## src/rtl/ps2_keyboard_rx.sv

```systemverilog
// PS/2 keyboard receiver: synchronised and deglitched PS2_CLK, 11-bit frame
// checking with an inter-edge timeout, E0/F0 prefix folding, and a DEPTH-entry
// event FIFO drained through a val/rdy handshake.
module ps2_keyboard_rx #(
  parameter int unsigned FILTER_CYCLES  = 8,
  parameter int unsigned TIMEOUT_CYCLES = 100000,
  parameter int unsigned DEPTH          = 8
) (
  input  logic       clk,
  input  logic       rst,
  input  logic       PS2_CLK,
  input  logic       PS2_DATA,
  output logic [7:0] evt_code,
  output logic       evt_ext,
  output logic       evt_brk,
  output logic       evt_val,
  input  logic       evt_rdy,
  output logic       frame_err,
  output logic       overflow
);

  localparam int unsigned FW = (FILTER_CYCLES > 1) ? $clog2(FILTER_CYCLES) : 1;
  localparam int unsigned TW = $clog2(TIMEOUT_CYCLES + 1);
  localparam int unsigned AW = $clog2(DEPTH);
  localparam int unsigned CW = AW + 1;

  typedef enum logic [1:0] {S_IDLE, S_DATA, S_PAR, S_STOP} state_t;

  state_t        state_q, state_d;
  logic          ps2c_meta_q, ps2c_meta_d, ps2c_sync_q, ps2c_sync_d;
  logic          ps2d_meta_q, ps2d_meta_d, ps2d_sync_q, ps2d_sync_d;
  logic          clk_filt_q, clk_filt_d;
  logic [FW-1:0] filt_cnt_q, filt_cnt_d;
  logic [7:0]    shift_q, shift_d;
  logic [2:0]    bit_cnt_q, bit_cnt_d;
  logic          par_q, par_d;
  logic [TW-1:0] to_cnt_q, to_cnt_d;
  logic          ext_pend_q, ext_pend_d, brk_pend_q, brk_pend_d;
  logic [9:0]    mem_q [DEPTH], mem_d [DEPTH];
  logic [AW-1:0] wr_ptr_q, wr_ptr_d, rd_ptr_q, rd_ptr_d;
  logic [CW-1:0] count_q, count_d;

  logic fall, tmo, frame_end, byte_good, push, pop, full, push_ok;

  // All state registers; synchronous active-high reset, PS/2 lines idle high
  always_ff @(posedge clk) begin
    if (rst) begin
      state_q     <= S_IDLE;
      ps2c_meta_q <= 1'b1;
      ps2c_sync_q <= 1'b1;
      ps2d_meta_q <= 1'b1;
      ps2d_sync_q <= 1'b1;
      clk_filt_q  <= 1'b1;
      filt_cnt_q  <= '0;
      shift_q     <= '0;
      bit_cnt_q   <= '0;
      par_q       <= 1'b0;
      to_cnt_q    <= '0;
      ext_pend_q  <= 1'b0;
      brk_pend_q  <= 1'b0;
      for (int unsigned i = 0; i < DEPTH; i++) mem_q[i] <= '0;
      wr_ptr_q    <= '0;
      rd_ptr_q    <= '0;
      count_q     <= '0;
    end else begin
      state_q     <= state_d;
      ps2c_meta_q <= ps2c_meta_d;
      ps2c_sync_q <= ps2c_sync_d;
      ps2d_meta_q <= ps2d_meta_d;
      ps2d_sync_q <= ps2d_sync_d;
      clk_filt_q  <= clk_filt_d;
      filt_cnt_q  <= filt_cnt_d;
      shift_q     <= shift_d;
      bit_cnt_q   <= bit_cnt_d;
      par_q       <= par_d;
      to_cnt_q    <= to_cnt_d;
      ext_pend_q  <= ext_pend_d;
      brk_pend_q  <= brk_pend_d;
      mem_q       <= mem_d;
      wr_ptr_q    <= wr_ptr_d;
      rd_ptr_q    <= rd_ptr_d;
      count_q     <= count_d;
    end
  end

  // Two-flop synchronisers and the PS2_CLK stability filter with fall strobe
  always_comb begin
    ps2c_meta_d = PS2_CLK;
    ps2c_sync_d = ps2c_meta_q;
    ps2d_meta_d = PS2_DATA;
    ps2d_sync_d = ps2d_meta_q;
    clk_filt_d  = clk_filt_q;
    filt_cnt_d  = '0;
    if (ps2c_sync_q != clk_filt_q) begin
      if (filt_cnt_q == FW'(FILTER_CYCLES - 1)) clk_filt_d = ps2c_sync_q;
      else                                      filt_cnt_d = filt_cnt_q + 1'b1;
    end
    fall = clk_filt_q & ~clk_filt_d;
  end

  // Frame datapath: shift register, bit counter, parity latch, inter-edge timeout
  always_comb begin
    shift_d   = shift_q;
    bit_cnt_d = bit_cnt_q;
    par_d     = par_q;
    tmo       = (state_q != S_IDLE) && !fall && (to_cnt_q == TW'(TIMEOUT_CYCLES - 1));
    to_cnt_d  = (state_q == S_IDLE || fall || tmo) ? '0 : to_cnt_q + 1'b1;
    if (fall) begin
      case (state_q)
        S_IDLE: bit_cnt_d = '0;
        S_DATA: begin
          shift_d   = {ps2d_sync_q, shift_q[7:1]};
          bit_cnt_d = bit_cnt_q + 1'b1;
        end
        S_PAR:   par_d = ps2d_sync_q;
        default: ;
      endcase
    end
  end

  // Next-state logic; timeout takes priority over everything but a fall
  always_comb begin
    state_d = state_q;
    if (tmo) begin
      state_d = S_IDLE;
    end else if (fall) begin
      case (state_q)
        S_IDLE:  if (!ps2d_sync_q) state_d = S_DATA;
        S_DATA:  if (bit_cnt_q == 3'd7) state_d = S_PAR;
        S_PAR:   state_d = S_STOP;
        default: state_d = S_IDLE;
      endcase
    end
  end

  // FSM outputs: frame verdict, error pulse and event push request
  always_comb begin
    frame_end = fall && (state_q == S_STOP);
    byte_good = frame_end && ps2d_sync_q && (^{shift_q, par_q});
    frame_err = (frame_end && !byte_good) || tmo;
    push      = byte_good && (shift_q != 8'hE0) && (shift_q != 8'hF0);
  end

  // Prefix flags: set by E0/F0, consumed by the next pushed event, cleared on any error
  always_comb begin
    ext_pend_d = ext_pend_q;
    brk_pend_d = brk_pend_q;
    if (frame_err) begin
      ext_pend_d = 1'b0;
      brk_pend_d = 1'b0;
    end else if (byte_good) begin
      if (shift_q == 8'hE0)      ext_pend_d = 1'b1;
      else if (shift_q == 8'hF0) brk_pend_d = 1'b1;
      else begin
        ext_pend_d = 1'b0;
        brk_pend_d = 1'b0;
      end
    end
  end

  // Event FIFO; a pop frees the slot so a push into a full FIFO still succeeds
  always_comb begin
    evt_val  = (count_q != '0);
    pop      = evt_val && evt_rdy;
    full     = (count_q == CW'(DEPTH));
    push_ok  = push && (!full || pop);
    overflow = push && full && !pop;
    mem_d    = mem_q;
    wr_ptr_d = wr_ptr_q;
    rd_ptr_d = rd_ptr_q;
    count_d  = count_q;
    if (push_ok) begin
      mem_d[wr_ptr_q] = {brk_pend_q, ext_pend_q, shift_q};
      wr_ptr_d        = wr_ptr_q + 1'b1;
    end
    if (pop) rd_ptr_d = rd_ptr_q + 1'b1;
    case ({push_ok, pop})
      2'b10:   count_d = count_q + 1'b1;
      2'b01:   count_d = count_q - 1'b1;
      default: ;
    endcase
    {evt_brk, evt_ext, evt_code} = evt_val ? mem_q[rd_ptr_q] : '0;
  end

endmodule

```

## config.mk

```make
export PLATFORM = sky130hd
export DESIGN_NAME = ps2_keyboard_rx
export DESIGN_NICKNAME = d
export VERILOG_FILES = /design/src/rtl/ps2_keyboard_rx.sv
export SDC_FILE = /design/constraint.sdc
export NUM_CORES = 1
export LEC_CHECK = 0
export BUFFER_PORTS_ARGS = -buffer_cell sky130_fd_sc_hd__buf_2
export CELL_PAD_IN_SITES_DETAIL_PLACEMENT = 1
export CELL_PAD_IN_SITES_GLOBAL_PLACEMENT = 1
export CORE_AREA = 3 3 120 122
export CTS_BUF_LIST = sky130_fd_sc_hd__clkbuf_16
export DETAILED_ROUTE_END_ITERATION = 8
export DIE_AREA = 0 0 123 125
export PLACE_DENSITY = 0.8
export SLEW_MARGIN = 10
export SYNTH_ARGS = -nofsm -noshare
export SYNTH_HDL_FRONTEND = slang
export SYNTH_SLANG_ARGS = --single-unit
```

## constraint.sdc

```tcl
create_clock -name clk -period 2.9 [get_ports clk]
set_input_delay 0.58 -clock clk [delete_from_list [all_inputs] [get_ports clk]]
set_output_delay 0.58 -clock clk [all_outputs]
set_load 0.05 [all_outputs]
```

**After elaboration in Yosys (flattened, before gate mapping)**

Index checks and enable logic that the tools add are counted.

- Reduce and logical (&&, ||, !) cells: 37
- Magnitude comparators: 3
- Muxes and demuxes: 17
- Add/subtract/negate cells: 7
- Bitwise operators: 6
- Equal/unequal tests: 17

Operators by type and width:

| operator | number |
|---|---|
| $bwmux W80 | 1 |
| $mux W10 | 4 |
| $bmux W10 S3 | 1 |
| $demux W10 S3 | 1 |
| $add A17 B1 Y17 const B | 1 |
| $eq A17 B17 Y1 const B | 1 |
| $eq A8 B8 Y1 const B | 2 |
| $ne A8 B8 Y1 const B | 2 |
| $logic_and A1 B1 Y1 | 13 |
| $add A3 B1 Y3 const B | 4 |
| $reduce_and A2 Y1 | 5 |
| $reduce_xor A9 Y1 | 1 |
| $ge A4 B4 Y1 const B | 2 |
| $not A3 Y4 | 2 |
| $pmux W4 S2 | 1 |
| $eq A2 B2 Y1 const B | 3 |
| $eq A3 B3 Y1 const B | 2 |
| $ne A2 B2 Y1 const B | 3 |
| $pmux W2 S3 | 1 |
| $pmux W3 S2 | 1 |
| $reduce_bool A2 Y1 | 3 |
| $reduce_or A2 Y1 | 3 |
| $mux W1 | 5 |
| $add A4 B1 Y4 const B | 1 |
| 14 further kinds | 24 |

- Bits of input ports: 5
- Bits in registers: 131
- Word-level logic and storage cells: 111

**Logic depth before layout (Yosys ltp)**

Gate-level depths: netlist of run 1.

- Word-level depth: 13
- Gate-level depth with buffers: 14
- Gate-level depth less buffers: 13

**Worst setup path before layout of run 1**

Ideal clock, no wire load.

- Kind: register -> output
- Start: register filt_cnt_q[0]
- End: output frame_err
- Buffers on the path: 1
- Cell stages (with the launch flop): 6
- Arrival: 2.291 ns
- Data required time: 2.320 ns
- Slack: 0.029 ns
- Cells stage by stage: dfxtp_1 -> ha_1 -> ha_1 -> and3b_1 -> clkbuf_1 -> o31ai_1

- Longest elaborated chain between the ends: 11

Ends and longest elaborated chain:

| element | RTL line | text |
|---|---|---|
| start: declaration | 33 | `logic [FW-1:0] filt_cnt_q, filt_cnt_d;` |
| start signal: assignment | 72 | `filt_cnt_q <= filt_cnt_d;` |
| $eq A3 B3 Y1 * | 95 | `if (filt_cnt_q == FW'(FILTER_CYCLES - 1)) clk_filt_d = ps2c_sync_q;` |
| $mux W1 * | 95 |  |
| $mux W1 * | 94 | `if (ps2c_sync_q != clk_filt_q) begin` |
| $not A1 Y1 * | 98 | `fall = clk_filt_q & ~clk_filt_d;` |
| $and A1 B1 Y1 * | 98 |  |
| $logic_and A1 B1 Y1 | 138 | `frame_end = fall && (state_q == S_STOP);` |
| $logic_and A1 B1 Y1 (2 in a row) | 139 | `byte_good = frame_end && ps2d_sync_q && (^{shift_q, par_q});` |
| $logic_not A1 Y1 | 140 | `frame_err = (frame_end && !byte_good) \|\| tmo;` |
| $logic_and A1 B1 Y1 | 140 |  |
| $logic_or A1 B1 Y1 * | 140 |  |
| end: declaration | 18 | `output logic frame_err,` |

Mark *: on every way between the ends. The rest lies on a longest branch, timed or not.

**Worst setup path after layout of run 1**

- Start: register to_cnt_q[1]
- End: output frame_err

- Longest elaborated chain between the ends: 3

Ends and longest elaborated chain:

| element | RTL line | text |
|---|---|---|
| start: declaration | 37 | `logic [TW-1:0] to_cnt_q, to_cnt_d;` |
| start signal: assignment | 76 | `to_cnt_q <= to_cnt_d;` |
| $eq A17 B17 Y1 | 106 | `tmo = (state_q != S_IDLE) && !fall && (to_cnt_q == TW'(TIMEOUT_CYCLES - 1));` |
| $logic_and A1 B1 Y1 | 106 |  |
| $logic_or A1 B1 Y1 | 140 |  |

No other way between the ends.

==> impl_metrics.json, run 1 <==
{
  "outcome": "complete, no violations",
  "syn_avg_cell_area_um2": 9.959,
  "cts_buffers": 17,
  "fmax_mhz": 354.8,
  "ys_types": 40,
  "pwr-share-comb_pct": 0.9,
  "cellLeakagePower_nw": 2.835,
  "ir_drop_mv": 0.4660,
  "critPathKind": "flop to primary output",
  "clk_pin_slew_ns": 0.05,
  "core-area_mm2": 0.01330,
  "cts.htree.levels": 4,
  "cts_max_path_buffers": 2,
  "power_frac_clock_pct": 55.2,
  "r2r_setup_slack_ns": 0.19,
  "detail_route.wl_per_cell_um": 18.51,
  "min_period_over_period_pct": 97.20,
  "drive_gt1_share_pct": 17.17,
  "sequentialPowerShare_pct": 43.9,
  "cp.arrival_ns": 2.24,
  "ys_seq_area_share_pct": 44.33,
  "hold_path_class": "input port to flop",
  "synth_commonest_cells": "dfxtp_1, nand2_1, mux2i_1",
  "critPathLaunchType": "flop",
  "die_w_um": 123,
  "dieArea_mm2": 0.01538,
  "final_cells": 811,
  "critPathBufInv": 1,
  "crit_family": "simple AND/OR/NAND/NOR gates",
  "portBuffers": 17,
  "antenna_found_initial": 0,
  "syn-cell-area_mm2": 0.005916,
  "viasPerCell": 5.413,
  "diodes": 0,
  "ys.flop_type": "dfxtp_1",
  "yosys.area.top_type": "dfxtp_1",
  "synth_area_leaders": "dfxtp_1, mux2i_1, mux4_2",
  "syn_inst": 594,
  "hold_violations": 0,
  "synth_top_area_share_pct": 44.33,
  "switching_share_pct": 19.41,
  "synth_edf_count": 0,
  "endpoint_kind": "primary output",
  "grt_use_total_pct": 20.94,
  "cts_root_buf": "clkbuf_16",
  "min_period_ns": 2.819,
  "gp_congestion": 0.8041,
  "yosysMostFrequentCell": "dfxtp_1",
  "firstDrtPassIters": 4,
  "crit_path_cell_trace": "ha_4 > and4_1 > and2_1 > nand4_1 > o31ai_2 > buf_6",
  "ys_warn_count": 0,
  "grt_overflow_total": 0,
  "grt_pass1_wl_um": 25100,
  "final_nets": 641,
  "initial_utilization_pct": 44.49,
  "die_y_um": 125,
  "clock_sinks": 131,
  "final.setup.tns_ns": 0,
  "syn2layout_area_growth_pct": 17.47,
  "critPathMaxStageDelay_ns": 0.40,
  "post_dp_cell_area_mm2": 0.006241,
  "synth_nets": 613,
  "slew_headroom_pct": 53.31,
  "setup_viol": 0,
  "p_per_area_mw_per_mm2": 591.4,
  "postCtsHoldBufs": 0,
  "multiInputGateArea_mm2": 0.003144,
  "cts_tree": "yes",
  "fillCellCount": 1469,
  "vias": 4390,
  "holdWs_ns": 0.3460,
  "grt_pass1_vias": 4815,
  "first_iter_violations": 259,
  "dp_slack_ns": -0.05844,
  "tightest_slew_ns": 0.6994,
  "synthArstFlopShare_pct": 0,
  "synth-seq-cells": 131,
  "fin_ws_ns": 0.08118,
  "rows": 42,
  "switching_power_mw": 0.7978,
  "insertion_delay_ns": 0.42,
  "boundaryPins": 18,
  "finish.utilization_pct": 52.27,
  "regArea_mm2": 0.002629,
  "crit_fanout": 4,
  "dp_hpwl_um": 9578,
  "wirelength_um": 15010,
  "cpMaxStageDelayCell": "dfxtp_1",
  "dp.cells": 777,
  "drtAntennaViolNets": 0,
  "final_area_mm2": 0.006949,
  "cellInternalPower_mw": 3.312,
  "maxCapViolations": 0,
  "grt_max_degree": 36,
  "finalClockSkew_ns": 0.007478,
  "p_total_mw": 4.110,
  "cp.required_ns": 2.32,
  "drcViolationCount": 0,
  "slew_violations": 0
}
[power by group through the flow]
stage	clock, mW	sequential [mW]	combinational [mW]
3_3_place_gp	0	1.84	0.0368
2_1_floorplan	0	1.84	0.0263
4_1_cts	2.31	1.81	0.0385
5_1_grt	2.39	1.80	0.0429
3_5_place_dp	0	1.84	0.0382
6_report	2.27	1.80	0.0382
[layout make-up]
| cell class | count | area share, % |
|---|---|---|
| clock buffers | 17 | 6.122 |
| well taps | 176 | 3.169 |
| clock inverters | 15 | 2.863 |
| repair buffers | 43 | 4.447 |
| multi-input cells | 423 | 45.25 |
| flip-flops and latches | 131 | 37.83 |
| inverters | 6 | 0.3241 |
[cell usage in the layout (no fill, tap or decap), types with 7 or more instances in the layout]
master	count
xnor2_1	13
nand2_1	120
and3_1	10
mux4_2	20
nand4_1	7
mux2i_1	94
nand3_1	12
a21oi_1	15
xor2_1	12
inv_1	9
dfxtp_1	128
ha_1	12
buf_4	24
buf_2	15
nor2_1	44
clkbuf_16	17
[flip-flops by register name, indices dropped and copies added, names as in the netlist]
signal,flops
rd_ptr_q,3
wr_ptr_q,3
to_cnt_q,17
ps2d_sync_q,1
state_q,2
par_q,1
clk_filt_q,1
filt_cnt_q,3
brk_pend_q,1
ps2c_sync_q,1
ps2c_meta_q,1
count_q,4
ext_pend_q,1
ps2d_meta_q,1
mem_q,80
bit_cnt_q,3
shift_q,8
[final timing paths]
path                                   from     endpoint  cells after the start
worst max-delay path            to_cnt_q[1]    frame_err                      6
worst max register to register   shift_q[6]   count_q[2]                     12
worst min register to register  ps2c_meta_q  ps2c_sync_q                      1
worst min-delay path               PS2_DATA  ps2d_meta_q                      2
[timing repair]
action / 4_1_cts / 5_1_grt
setup endpoints to repair: 2 / 3
pin swaps: 0 / 6
gates resized for setup: 5 / 14
setup buffers: 0 / 2
[cells by family after synthesis]
kind of cell	synth area share, %
AND/OR/NAND/NOR	17.96
flip-flops	44.33
multiplexers	23.90
buffers and inverters	3.405
AO/OA/AOI/OAI	2.792
XOR/XNOR	4.653
adder cells (fa/ha/maj)	2.961
[routing by layer]
metal  track usage (%)  share of wire (%)  vias to the layer above  routed length (um)
li1                  -                  -                     2111                   -
met1             25.13                 43                     2211                6521
met2             37.02                 53                       51                7926
met3             5.194                2.5                       17                 373
met4             5.733                1.3                        0                 189
met5                 0                  0                        -                   0
[worst reg2reg max path: stages, from the launching register on]
cell	delay, ns
dfxtp_4	0.36
xnor2_2	0.14
xnor3_2	0.47
xnor2_2	0.20
and3_4	0.23
inv_1	0.07
ha_2	0.18
xor2_1	0.14
ha_1	0.21
a21oi_2	0.12
xor2_1	0.09
or3_1	0.31
a21oi_1	0.12
(Power assumes the default switching activity.)
==> inputs of run 2 (changes only) <==
Settings changed: CORE_AREA 3 3 120 122 to 3 3 119 121, CTS_BUF_LIST sky130_fd_sc_hd__clkbuf_16 to sky130_fd_sc_hd__clkbuf_8, DIE_AREA 0 0 123 125 to 0 0 122 124, PLACE_DENSITY 0.8 to 0.82, SETUP_SLACK_MARGIN set to 0.5.
==> run 2 against run 1 <==
Compared with the run above: core utilization is 1.6 points higher; die area shrank 1.6%; via count is 2.3% higher; register-to-register slack worse by 0.08 ns; non-clock buffer count rose by 11; sequential cell count stayed put; setup slack improved by 0.026 ns; sequential power is essentially flat; largest power group unchanged.
==> impl_metrics.json, run 2 (synthesis gave the netlist of run 1 again) <==
{
  "crit_fanout": 2,
  "maxCapViolations": 0,
  "critPathBufInv": 2,
  "cp.arrival_ns": 3.17,
  "tightest_slew_ns": 0.7112,
  "fillCellCount": 1459,
  "grt_pass1_wl_um": 25320,
  "grt_overflow_total": 0,
  "critPathMaxStageDelay_ns": 0.48,
  "slew_headroom_pct": 52.52,
  "cts_buffers": 17,
  "die_w_um": 122,
  "dieArea_mm2": 0.01513,
  "initial_utilization_pct": 44.85,
  "hold_path_class": "input port to flop",
  "min_period_over_period_pct": 96.31,
  "cellLeakagePower_nw": 2.847,
  "final_nets": 652,
  "outcome": "complete, no violations",
  "mostFrequentLayoutCells": "dfxtp_1, nand2_1, mux2i_1",
  "dp_hpwl_um": 9581,
  "drcViolationCount": 0,
  "cpMaxStageDelayCell": "xnor3_2",
  "largest_reg_flops": 80,
  "clock_sinks": 131,
  "multiInputGateArea_mm2": 0.003199,
  "drive_gt1_share_pct": 22.45,
  "insertion_delay_ns": 0.44,
  "cts_root_buf": "clkbuf_8",
  "wirelength_um": 15760,
  "firstDrtPassIters": 4,
  "endpoint_kind": "flop",
  "cp.required_ns": 3.28,
  "crit_path_cell_trace": "xor2_1 > xnor3_2 > xnor2_2 > buf_4 > and3_4 > inv_4 > ha_4 > xor2_1 > ha_2 > a21oi_2 > xor2_1 > or3_1 > a21oi_2",
  "gp_congestion": 0.8754,
  "p_per_area_mw_per_mm2": 513.6,
  "viasPerCell": 5.462,
  "antenna_found_initial": 0,
  "final_cells": 822,
  "die_y_um": 124,
  "drtAntennaViolNets": 0,
  "reg.largest.list": "mem_q: 80 flops, to_cnt_q: 17 flops, shift_q: 8 flops",
  "finalClockSkew_ns": 0.01866,
  "ir_drop_mv": 0.3300,
  "vias": 4490,
  "min_period_ns": 2.793,
  "crit_family": "XOR/XNOR gates",
  "syn2layout_area_growth_pct": 20.03,
  "path_common_cell": "xor2_1",
  "dp.cells": 772,
  "grt_use_total_pct": 21.92,
  "first_iter_violations": 235,
  "cts_max_path_buffers": 2,
  "detail_route.wl_per_cell_um": 19.18,
  "grt_max_degree": 40,
  "rows": 42,
  "core-area_mm2": 0.01319,
  "dp_slack_ns": 0.1310,
  "final_common_cell": "dfxtp_1",
  "fin_ws_ns": 0.1070,
  "slew_violations": 0,
  "regArea_mm2": 0.002638,
  "regMostFlops": "mem_q",
  "boundaryPins": 18,
  "clk_pin_slew_ns": 0.08,
  "cts.htree.levels": 4,
  "hold_violations": 0,
  "critPathLaunchType": "flop",
  "grt_setup_unrepaired": "true",
  "critPathKind": "flop to flop",
  "fmax_mhz": 358.0,
  "diodes": 0,
  "grt_pass1_vias": 4812,
  "cts_tree": "yes",
  "portBuffers": 17,
  "setup_viol": 0
}
[run 2: power breakdown]
group          internal [mW]  switching [mW]
sequential              1.80         0.00213
clock                   1.03           0.776
combinational        0.00790          0.0308
[run 2: final timing paths]
path | start | end | slack [ns] | cells past startpoint
max reg2reg | shift_q[4] | count_q[2] | 0.11 | 13
max | shift_q[4] | count_q[2] | 0.11 | 13
min | PS2_DATA | ps2d_meta_q | 0.32 | 2
min reg2reg | ps2d_meta_q | ps2d_sync_q | 0.42 | 1
[run 2: per-stage QoR]
stage	instance area, um2	TNS (ns)	total power [mW]	util, %	hold WS (ns)
final	7101	0	3.647	53.83	0.3232
after global routing	7101	-0.04105	3.767	53.83	0.2842
after CTS	7033	0	3.678	53.32	0.2903
after detailed placement	6254	0	1.882	47.41	0.3985
after global placement	6254	0	1.881	47.41	0.3988
after floorplan	5953	0	1.870	-	0.3895
[run 2: layout make-up]
cell class                      instances  share of cell area (%)
Inverter                                6                  0.3524
Clock buffer                           17                   3.295
Sequential cell                       131                   37.15
Clock inverter                         15                   3.172
Tap cell                              176                   3.101
Timing Repair Buffer                   54                   7.877
Multi-Input combinational cell        423                   45.06
[run 2: what timing repair did]
item | 4_1_cts | 5_1_grt
hold buffers | 0 | 0
endpoints found under the hold margin | 0 | 0
setup endpoints to repair | 15 | 29
cloned | 3 | 0
pin swaps | 8 | 9
setup buffers | 13 | 2
gates resized for setup | 41 | 17
[run 2: per-layer routing]
layer | wire, um | vias to the layer above | GRT usage [%] | share of wire, %
met5 | 0 | - | 0 | 0
met4 | 174 | 0 | 6.022 | 1.1
met3 | 457 | 15 | 5.177 | 2.9
met2 | 8103 | 73 | 38.57 | 51
met1 | 7027 | 2273 | 26.98 | 45
li1 | - | 2129 | - | -
